$ cat src/rtl/stack_unit_if.sv
// Command/status bundle between the control unit (master) and the operand stack (slave).
// Commands are consumed every cycle; status outputs are registered-state only.
interface stack_unit_if #(
  parameter int WIDTH = 8,
  parameter int DEPTH = 8
);
  localparam int CW = $clog2(DEPTH) + 1;

  logic             push;
  logic             pop;
  logic [WIDTH-1:0] din;
  logic             err_clear;
  logic [WIDTH-1:0] tos;
  logic [WIDTH-1:0] nos;
  logic             tos_zero;
  logic [CW-1:0]    count;
  logic             empty;
  logic             full;
  logic             overflow;
  logic             underflow;

  modport master (
    output push, pop, din, err_clear,
    input  tos, nos, tos_zero, count, empty, full, overflow, underflow
  );

  modport slave (
    input  push, pop, din, err_clear,
    output tos, nos, tos_zero, count, empty, full, overflow, underflow
  );
endinterface

$ cat src/rtl/stack_unit.sv
// Operand stack for the stack CPU; sticky overflow/underflow flags exist only with STACK_GUARD_EN.
// Latency: push/pop/replace take effect on the next rising edge; outputs depend on state only.
// Backpressure: none; refused commands are dropped and reported through the flags.
module stack_unit #(
  parameter int WIDTH = 8,
  parameter int DEPTH = 8
) (
  input  logic         clk,
  input  logic         reset,
  stack_unit_if.slave  bus
);
  localparam int AW = $clog2(DEPTH);
  localparam int CW = AW + 1;

  logic [WIDTH-1:0] mem_q [DEPTH];
  logic [WIDTH-1:0] mem_d [DEPTH];
  logic [CW-1:0]    sp_q, sp_d;
  logic [CW-1:0]    sp_m1, sp_m2;
  logic             is_empty, is_full;

  assign sp_m1    = sp_q - CW'(1);
  assign sp_m2    = sp_q - CW'(2);
  assign is_empty = (sp_q == '0);
  assign is_full  = (sp_q == CW'(DEPTH));

  always_comb begin
    mem_d = mem_q;
    sp_d  = sp_q;
    unique case ({bus.push, bus.pop})
      2'b10: begin
        if (!is_full) begin
          mem_d[sp_q[AW-1:0]] = bus.din;
          sp_d                = sp_q + CW'(1);
        end
      end
      2'b01: begin
        if (!is_empty) sp_d = sp_m1;
      end
      2'b11: begin
        // Replace-top; on an empty stack this degrades to a plain push.
        if (!is_empty) begin
          mem_d[sp_m1[AW-1:0]] = bus.din;
        end else begin
          mem_d[0] = bus.din;
          sp_d     = CW'(1);
        end
      end
      default: ;
    endcase
  end

  always_ff @(posedge clk) begin
    if (reset) begin
      sp_q <= '0;
    end else begin
      sp_q  <= sp_d;
      mem_q <= mem_d;
    end
  end

  assign bus.tos      = is_empty ? '0 : mem_q[sp_m1[AW-1:0]];
  assign bus.nos      = (sp_q < CW'(2)) ? '0 : mem_q[sp_m2[AW-1:0]];
  assign bus.tos_zero = (bus.tos == '0);
  assign bus.count    = sp_q;
  assign bus.empty    = is_empty;
  assign bus.full     = is_full;

`ifdef STACK_GUARD_EN
  logic ovf_q, ovf_d, unf_q, unf_d;
  logic ovf_set, unf_set;

  assign ovf_set = bus.push & ~bus.pop & is_full;
  assign unf_set = bus.pop & is_empty;

  // A new error in the same cycle as err_clear keeps the flag set.
  always_comb begin
    ovf_d = ovf_set | (ovf_q & ~bus.err_clear);
    unf_d = unf_set | (unf_q & ~bus.err_clear);
  end

  always_ff @(posedge clk) begin
    if (reset) begin
      ovf_q <= 1'b0;
      unf_q <= 1'b0;
    end else begin
      ovf_q <= ovf_d;
      unf_q <= unf_d;
    end
  end

  assign bus.overflow  = ovf_q;
  assign bus.underflow = unf_q;
`else
  logic unused_err_clear;
  assign unused_err_clear = bus.err_clear;
  assign bus.overflow     = 1'b0;
  assign bus.underflow    = 1'b0;
`endif
endmodule

$ cat src/flat_wrapper.sv
// flat-port wrapper written by rule: the top's interface ports become plain ports
module stack_unit_flat 
#(
  parameter int WIDTH = 8,
  parameter int DEPTH = 8
)
  (clk, reset, bus_push, bus_pop, bus_din, bus_err_clear, bus_tos, bus_nos, bus_tos_zero, bus_count, bus_empty, bus_full, bus_overflow, bus_underflow);
  stack_unit_if #(.WIDTH(WIDTH), .DEPTH(DEPTH)) bus_i ();
  input  logic clk;
  input  logic reset;
  input wire logic [$bits(bus_i.push)-1:0] bus_push;
  input wire logic [$bits(bus_i.pop)-1:0] bus_pop;
  input wire logic [$bits(bus_i.din)-1:0] bus_din;
  input wire logic [$bits(bus_i.err_clear)-1:0] bus_err_clear;
  output wire logic [$bits(bus_i.tos)-1:0] bus_tos;
  output wire logic [$bits(bus_i.nos)-1:0] bus_nos;
  output wire logic [$bits(bus_i.tos_zero)-1:0] bus_tos_zero;
  output wire logic [$bits(bus_i.count)-1:0] bus_count;
  output wire logic [$bits(bus_i.empty)-1:0] bus_empty;
  output wire logic [$bits(bus_i.full)-1:0] bus_full;
  output wire logic [$bits(bus_i.overflow)-1:0] bus_overflow;
  output wire logic [$bits(bus_i.underflow)-1:0] bus_underflow;
  assign bus_i.push = bus_push;
  assign bus_i.pop = bus_pop;
  assign bus_i.din = bus_din;
  assign bus_i.err_clear = bus_err_clear;
  assign bus_tos = bus_i.tos;
  assign bus_nos = bus_i.nos;
  assign bus_tos_zero = bus_i.tos_zero;
  assign bus_count = bus_i.count;
  assign bus_empty = bus_i.empty;
  assign bus_full = bus_i.full;
  assign bus_overflow = bus_i.overflow;
  assign bus_underflow = bus_i.underflow;
  stack_unit #(.WIDTH(WIDTH), .DEPTH(DEPTH)) u_core (.clk(clk), .reset(reset), .bus(bus_i));
endmodule
$ cat config.mk
export PLATFORM = sky130hd
export DESIGN_NAME = stack_unit_flat
export DESIGN_NICKNAME = d
export VERILOG_FILES = /design/src/rtl/stack_unit_if.sv /design/src/rtl/stack_unit.sv /design/src/flat_wrapper.sv
export SDC_FILE = /design/constraint.sdc
export NUM_CORES = 1
export LEC_CHECK = 0
export ABC_CLOCK_PERIOD_IN_PS = 5000
export CORE_MARGIN = 2
export CORE_UTILIZATION = 58
export DETAILED_ROUTE_END_ITERATION = 7
export GPL_TIMING_DRIVEN = 1
export PLACE_DENSITY = 0.81
export SLEW_MARGIN = 20
export SYNTH_ARGS = -nofsm -noshare
export SYNTH_HDL_FRONTEND = slang
export SYNTH_SLANG_ARGS = --single-unit
$ cat constraint.sdc
create_clock -name clk -period 5 [get_ports clk]
set_input_delay 1 -clock clk [delete_from_list [all_inputs] [get_ports clk]]
set_output_delay 1 -clock clk [all_outputs]
set_load 0.02 [all_outputs]
Word-level counts from Yosys, hierarchy flattened
Cells that the tools add are included.
{ "op_classes": {"n_bitwise": 4, "n_eq_ne": 8, "n_mux": 22, "n_reduce_logical": 9, "n_lt_le_gt_ge": 6, "addsub": 3} }
{ "ops": {"columns": ["operator", "count"], "rows": [
  ["64-bit bitwise mux", 2],
  ["64-bit case mux with 2 select lines", 1],
  ["8-bit two-way mux", 9],
  ["64-bit two-way mux", 1],
  ["56-bit two-way mux", 1],
  ["8-bit binary-select mux with 3-bit select", 2],
  ["8-bit demux with 3-bit select", 2],
  ["4-bit greater-or-equal comparator, second input constant", 3],
  ["4-bit two-way mux", 3],
  ["3-bit inverter with 4-bit output", 3],
  ["4-bit case mux with 3 select lines", 1],
  ["8-bit logical NOT", 1],
  ["4-bit by 1-bit < comparator with 1-bit output, second input constant", 2],
  ["4-bit AND reduction", 2],
  ["2-bit inequality test, second input constant", 3],
  ["4-bit by 1-bit adder with 4-bit output, second input constant", 1],
  ["2-bit equality test, second input constant", 2],
  ["4-bit equality test, second input constant", 1],
  ["4-bit logical NOT", 1],
  ["4-bit by 2-bit < comparator with 1-bit output, second input constant", 1],
  ["4-bit by 1-bit subtractor with 4-bit output, second input constant", 1],
  ["3-bit AND reduction", 1],
  ["3-bit nonzero test", 1],
  ["3-bit by 2-bit subtractor with 3-bit output, second input constant", 1],
  ["other kinds (5)", 6]
]} }
{ "word_totals": {"input_bits": 13, "out_inout_bits": 25, "reg_bits": 68, "wordCells": 61} }

Logic depth before layout (Yosys ltp)
Gate-level depths: netlist of the first run.
{ "depth": {"ltp_word": 9, "ltp_mapped": 12, "ltp_nobuf": 8} }

Least setup slack after synthesis of the first run
Ideal clock, no wire load.
{ "synth_timing": {"path_kind": "register to output", "startpoint": "register u_core.sp_q[1], in the netlist u_core.bus.count[1]", "endpoint": "output bus_tos_zero", "path_stages_with_launch": 11, "t_arrival_ns": 3.772, "n_path_buf": 2, "t_required_ns": 4.000, "path_slack_ns": 0.228, "path_cell_list": "dfxtp_1 > clkbuf_1 > clkbuf_1 > inv_1 > ha_1 > xor2_4 > mux4_1 > nand2_1 > a21oi_1 > or4_4 > nor4b_2"} }
{ "synth_between": {"elab_chain_len": 7, "word_cells_on_any_way": 8, "cone_classes": "add/sub: 1; mux: 4; bitwise: 1; reduce/logical: 2"} }
{ "synth_rtl": {"columns": ["item", "line", "rtl"], "rows": [
  ["from (decl)", "stack_unit.sv:17", "logic [CW-1:0] sp_q, sp_d;"],
  ["from (signal assigned)", "stack_unit.sv:56", "sp_q <= sp_d;"],
  ["4-bit by 1-bit subtractor with 4-bit output", "stack_unit.sv:21", "assign sp_m1 = sp_q - CW'(1);"],
  ["3-bit inverter with 4-bit output (implied by the code)", "stack_unit.sv:61", "assign bus.tos = is_empty ? '0 : mem_q[sp_m1[AW-1:0]];"],
  ["8-bit binary-select mux with 3-bit select", "stack_unit.sv:61", null],
  ["8-bit two-way mux (implied by the code) (2 in a row)", "stack_unit.sv:61", null],
  ["8-bit two-way mux *", "stack_unit.sv:61", null],
  ["named net bus_tos[4]", "flat_wrapper.sv:15", "output wire logic [$bits(bus_i.tos)-1:0] bus_tos;"],
  ["8-bit logical NOT *", "stack_unit.sv:63", "assign bus.tos_zero = (bus.tos == '0);"],
  ["to (decl)", "flat_wrapper.sv:17", "output wire logic [$bits(bus_i.tos_zero)-1:0] bus_tos_zero;"]
]} }
The timed path passes the listed nets; every way through them passes the cells marked *. The select of a mux whose other input is x is not followed.

Final worst setup path of the first run
{ "layout_timing": {"startpoint": "register u_core.sp_q[1], in the netlist u_core.bus.count[1]", "endpoint": "output bus_tos_zero"} }
{ "layout_between": {"elab_chain_len": 7, "word_cells_on_any_way": 8, "cone_classes": "add/sub: 1; mux: 4; bitwise: 1; reduce/logical: 2"} }
{ "layout_rtl": {"columns": ["item", "line"], "rows": [
  ["4-bit by 1-bit subtractor with 4-bit output", "stack_unit.sv:21"],
  ["3-bit inverter with 4-bit output (implied by the code)", "stack_unit.sv:61"],
  ["8-bit binary-select mux with 3-bit select", "stack_unit.sv:61"],
  ["8-bit two-way mux (implied by the code) (2 in a row)", "stack_unit.sv:61"],
  ["8-bit two-way mux *", "stack_unit.sv:61"],
  ["8-bit logical NOT *", "stack_unit.sv:63"]
]} }
Mark *: on every way between the ends. The rest lies on a longest branch, timed or not. The select of a mux whose other input is x is not followed.

==> out/metrics.cfg, run 1 <==
[worst_setup_path]
worstPathMaxFanout=6
endpoint_kind=output pin
r2r_slack_ns=1.88
start_kind=register
cp_slowest_cell=clkdlybuf4s50_1
path_class=register to output pin
crit_chain=inv_1, ha_2, xor2_4, buf_2, mux4_2, nand2_1, a21oi_2, or4_4, nor4b_2, clkdlybuf4s50_1
rr_startpoint=u_core.bus.count[1]
cpPeakStageDelay_ns=0.67
critical_path_arrival_ns=3.73
rr_worst_depth=7
cp.required_ns=4.00
startpoint=u_core.bus.count[1]
cp-endpoint=bus_tos_zero
worstReg2RegEnd=u_core.mem_q[53]

[timing]
max_slew.worst_pin.slew_ns=1.10
final_max_slew_viol_count=0
rsz0062_at_grt=false
hold_viol=0
clock_skew_ns=0.00587
finalSetupTns_ns=0
period_share=0.946
setup_viol=0
min_period_ns=4.73
relSlewSlack=0.261
final.setup.worst_slack_ns=0.272
fmax_mhz=212

[clock_tree]
clk_pin_slew_ns=0.07
clock_sinks=68
cts_tree=yes
numCtsBuffers=9
cts-root-buf=clkbuf_8
insertion_delay_ns=0.35
ctsLongestPathBuffers=2
htreeDepth=3
cts_hold_buf=0

[floorplanning]
die_w_um=87.3
io-pin-count=38
core_um2=6760
die_h_um=87.3
dieArea_um2=7620
rows=30
start_util=0.595

[global_routing]
grt_pass1_vias=2888
antenna_found_initial=0
grt_pass1_wl_um=15700
gr-total-overflow=0
grtUsageTotal=0.292
grt_max_degree=39

[yosys]
ys_seq_area_frac=0.498
synth_top_area_cell=edfxtp_1
netlist_area_um2=4020
synth_edf_count=64
synth_area_per_cell_um2=12.9
ys_types=45
yosys_warnings=0
synthTopCellsByArea=edfxtp_1 (48%), mux4_2 (10%), nor2b_1 (7.9%)
yosys_register_bits=68
synth_ff_type=edfxtp_1
async_flop_share=0
synth_top_area_frac=0.478
synthCells=313

[layout]
drive_gt1_frac=0.182
fillers=486
nNetsFinal=383
syn_to_final_growth_pct=17.1
diodes=0

[route]
routed_wl_um=10300
drtAntennaViolNets=0
vias=2870
via_per_inst=6.41
drtIter0Drc=461
first_pass_iters=5
drc_errors=0
wl_per_cell_um=22.9

[placed_design]
dp_hpwl_um=6810
place_congestion=0.882
port_buffers=34
pre_cts_slack_ns=0.442

[pwr]
power_density_nw_per_um2=402
ir_drop_mv=0.221
power_leakage_nw=1.55

[run]
drv_cap=0

[run_status]
status=complete, no violations

[worst_hold_path]
hold_class=register to register

[where the power goes]
group	switching (mW)	internal, mW
clock network	0.191	0.226
registers	0.0125	0.654
logic	0.441	0.372
[cells in the mapped netlist, types with 2 or more instances]
cell and count:
nand3_1 3, o31ai_1 2, nor2b_1 51, nor2_1 27, clkbuf_8 2, a21oi_1 9, buf_6 3, mux2_2 6
dfxtp_1 4, o21ai_0 4, nand3b_1 2, mux4_2 18, a21oi_2 2, edfxtp_1 64, a21o_1 2, o221ai_1 2
a31oi_1 7, buf_1 3, mux4_1 7, and2_1 17, clkbuf_1 8, nand2_1 16, ha_1 6, nor4_1 4
nor3_1 4, mux2i_1 16, inv_1 5, buf_4 2
[worst max-delay path: cells and delay by family (launching register included)]
kind | cells | cell delay, ns
simple gates | 3 | 0.96
fa+ha+maj | 1 | 0.31
xor+xnor | 1 | 0.21
buf+inv | 3 | 1.00
mux | 1 | 0.52
flops | 1 | 0.31
compound gates | 1 | 0.07
[layout by cell type (no fill, tap or decap), types with 5 or more instances in the layout]
cell type	Yosys	layout
clkdlybuf4s50_1	0	34
and2_1	17	17
ha_1	6	5
a21oi_1	9	9
nand2_1	16	16
inv_1	5	5
a31oi_1	7	7
buf_4	2	22
mux4_1	7	7
mux4_2	18	18
nor2b_1	51	51
mux2i_1	16	16
edfxtp_1	64	64
clkbuf_8	2	9
nor2_1	27	27
mux2_2	6	6
[layer usage]
metal	vias to the layer above	share of wire	global-route usage
met1	1381	0.38	0.372
met3	38	0.086	0.0692
met4	0	0.039	0.124
met5	-	0	0
met2	173	0.49	0.478
li1	1278	-	-
[stage by stage]
step	std cells	cell area (µm²)	utilization	hold WS, ns	power, mW
floorplan	314	4030	-	0.637	1.19
global placement	428	4490	0.664	0.596	1.43
detailed placement	428	4490	0.664	0.623	1.45
CTS	443	4660	0.690	0.632	1.86
global route	448	4710	0.697	0.667	1.97
finish	448	4710	0.697	0.626	1.90
[worst min path at each step]
stage	from	end	slack (ns)	cells past startpoint
2_1_floorplan	u_core.bus.count[3]	u_core.bus.count[3]	0.64	2
3_3_place_gp	u_core.bus.count[3]	u_core.bus.count[3]	0.60	2
3_5_place_dp	u_core.bus.count[3]	u_core.bus.count[3]	0.62	1
4_1_cts	u_core.bus.count[3]	u_core.bus.count[3]	0.63	1
5_1_grt	u_core.bus.count[3]	u_core.bus.count[3]	0.67	2
6_report	u_core.bus.count[3]	u_core.bus.count[3]	0.63	1
[state kept, by name, indices dropped and copies added (netlist names)]
register / count
u_core.bus.count: 4
u_core.mem_q: 64
[what timing repair did]
item                                    in CTS  in global routing
endpoints found under the setup margin       0                  1
setup buffers                                0                  5
resized for setup                            0                  1
[kinds of logic (layout without fill, tap and decap cells)]
kind of cell	after synthesis	count (layout)	share of synthesized area
adders and majority gates	6	6	0.0187
buffers and inverters	24	78	0.0351
AOI/OAI and AO/OA	35	35	0.0569
xor gates and xnor gates	2	2	0.00902
other	1	2	0.000932
DFF	68	68	0.498
muxes	47	47	0.203
and+or+nand+nor	130	130	0.179
[cell type report]
type | instances | area [µm²] | share of cell area
timing repair buffer | 58 | 531 | 0.113
multi-input combinational | 222 | 1890 | 0.400
clock inverter | 3 | 38.8 | 0.00823
inverter | 5 | 18.8 | 0.00398
tap | 80 | 100 | 0.0212
clock buffer | 12 | 135 | 0.0287
sequential | 68 | 2000 | 0.425
(Power assumes the default switching activity.)
==> inputs of run 2 (changes only) <==
--- a/config.mk
+++ b/config.mk
@@ -9,6 +9,7 @@
 export CORE_MARGIN = 2
 export CORE_UTILIZATION = 58
 export DETAILED_ROUTE_END_ITERATION = 7
+export GPL_ROUTABILITY_DRIVEN = 1
 export GPL_TIMING_DRIVEN = 1
 export PLACE_DENSITY = 0.81
 export SLEW_MARGIN = 20
==> results of run 2 <==
Same layout as run 1: the final DEF is identical, and so are final timing and power.
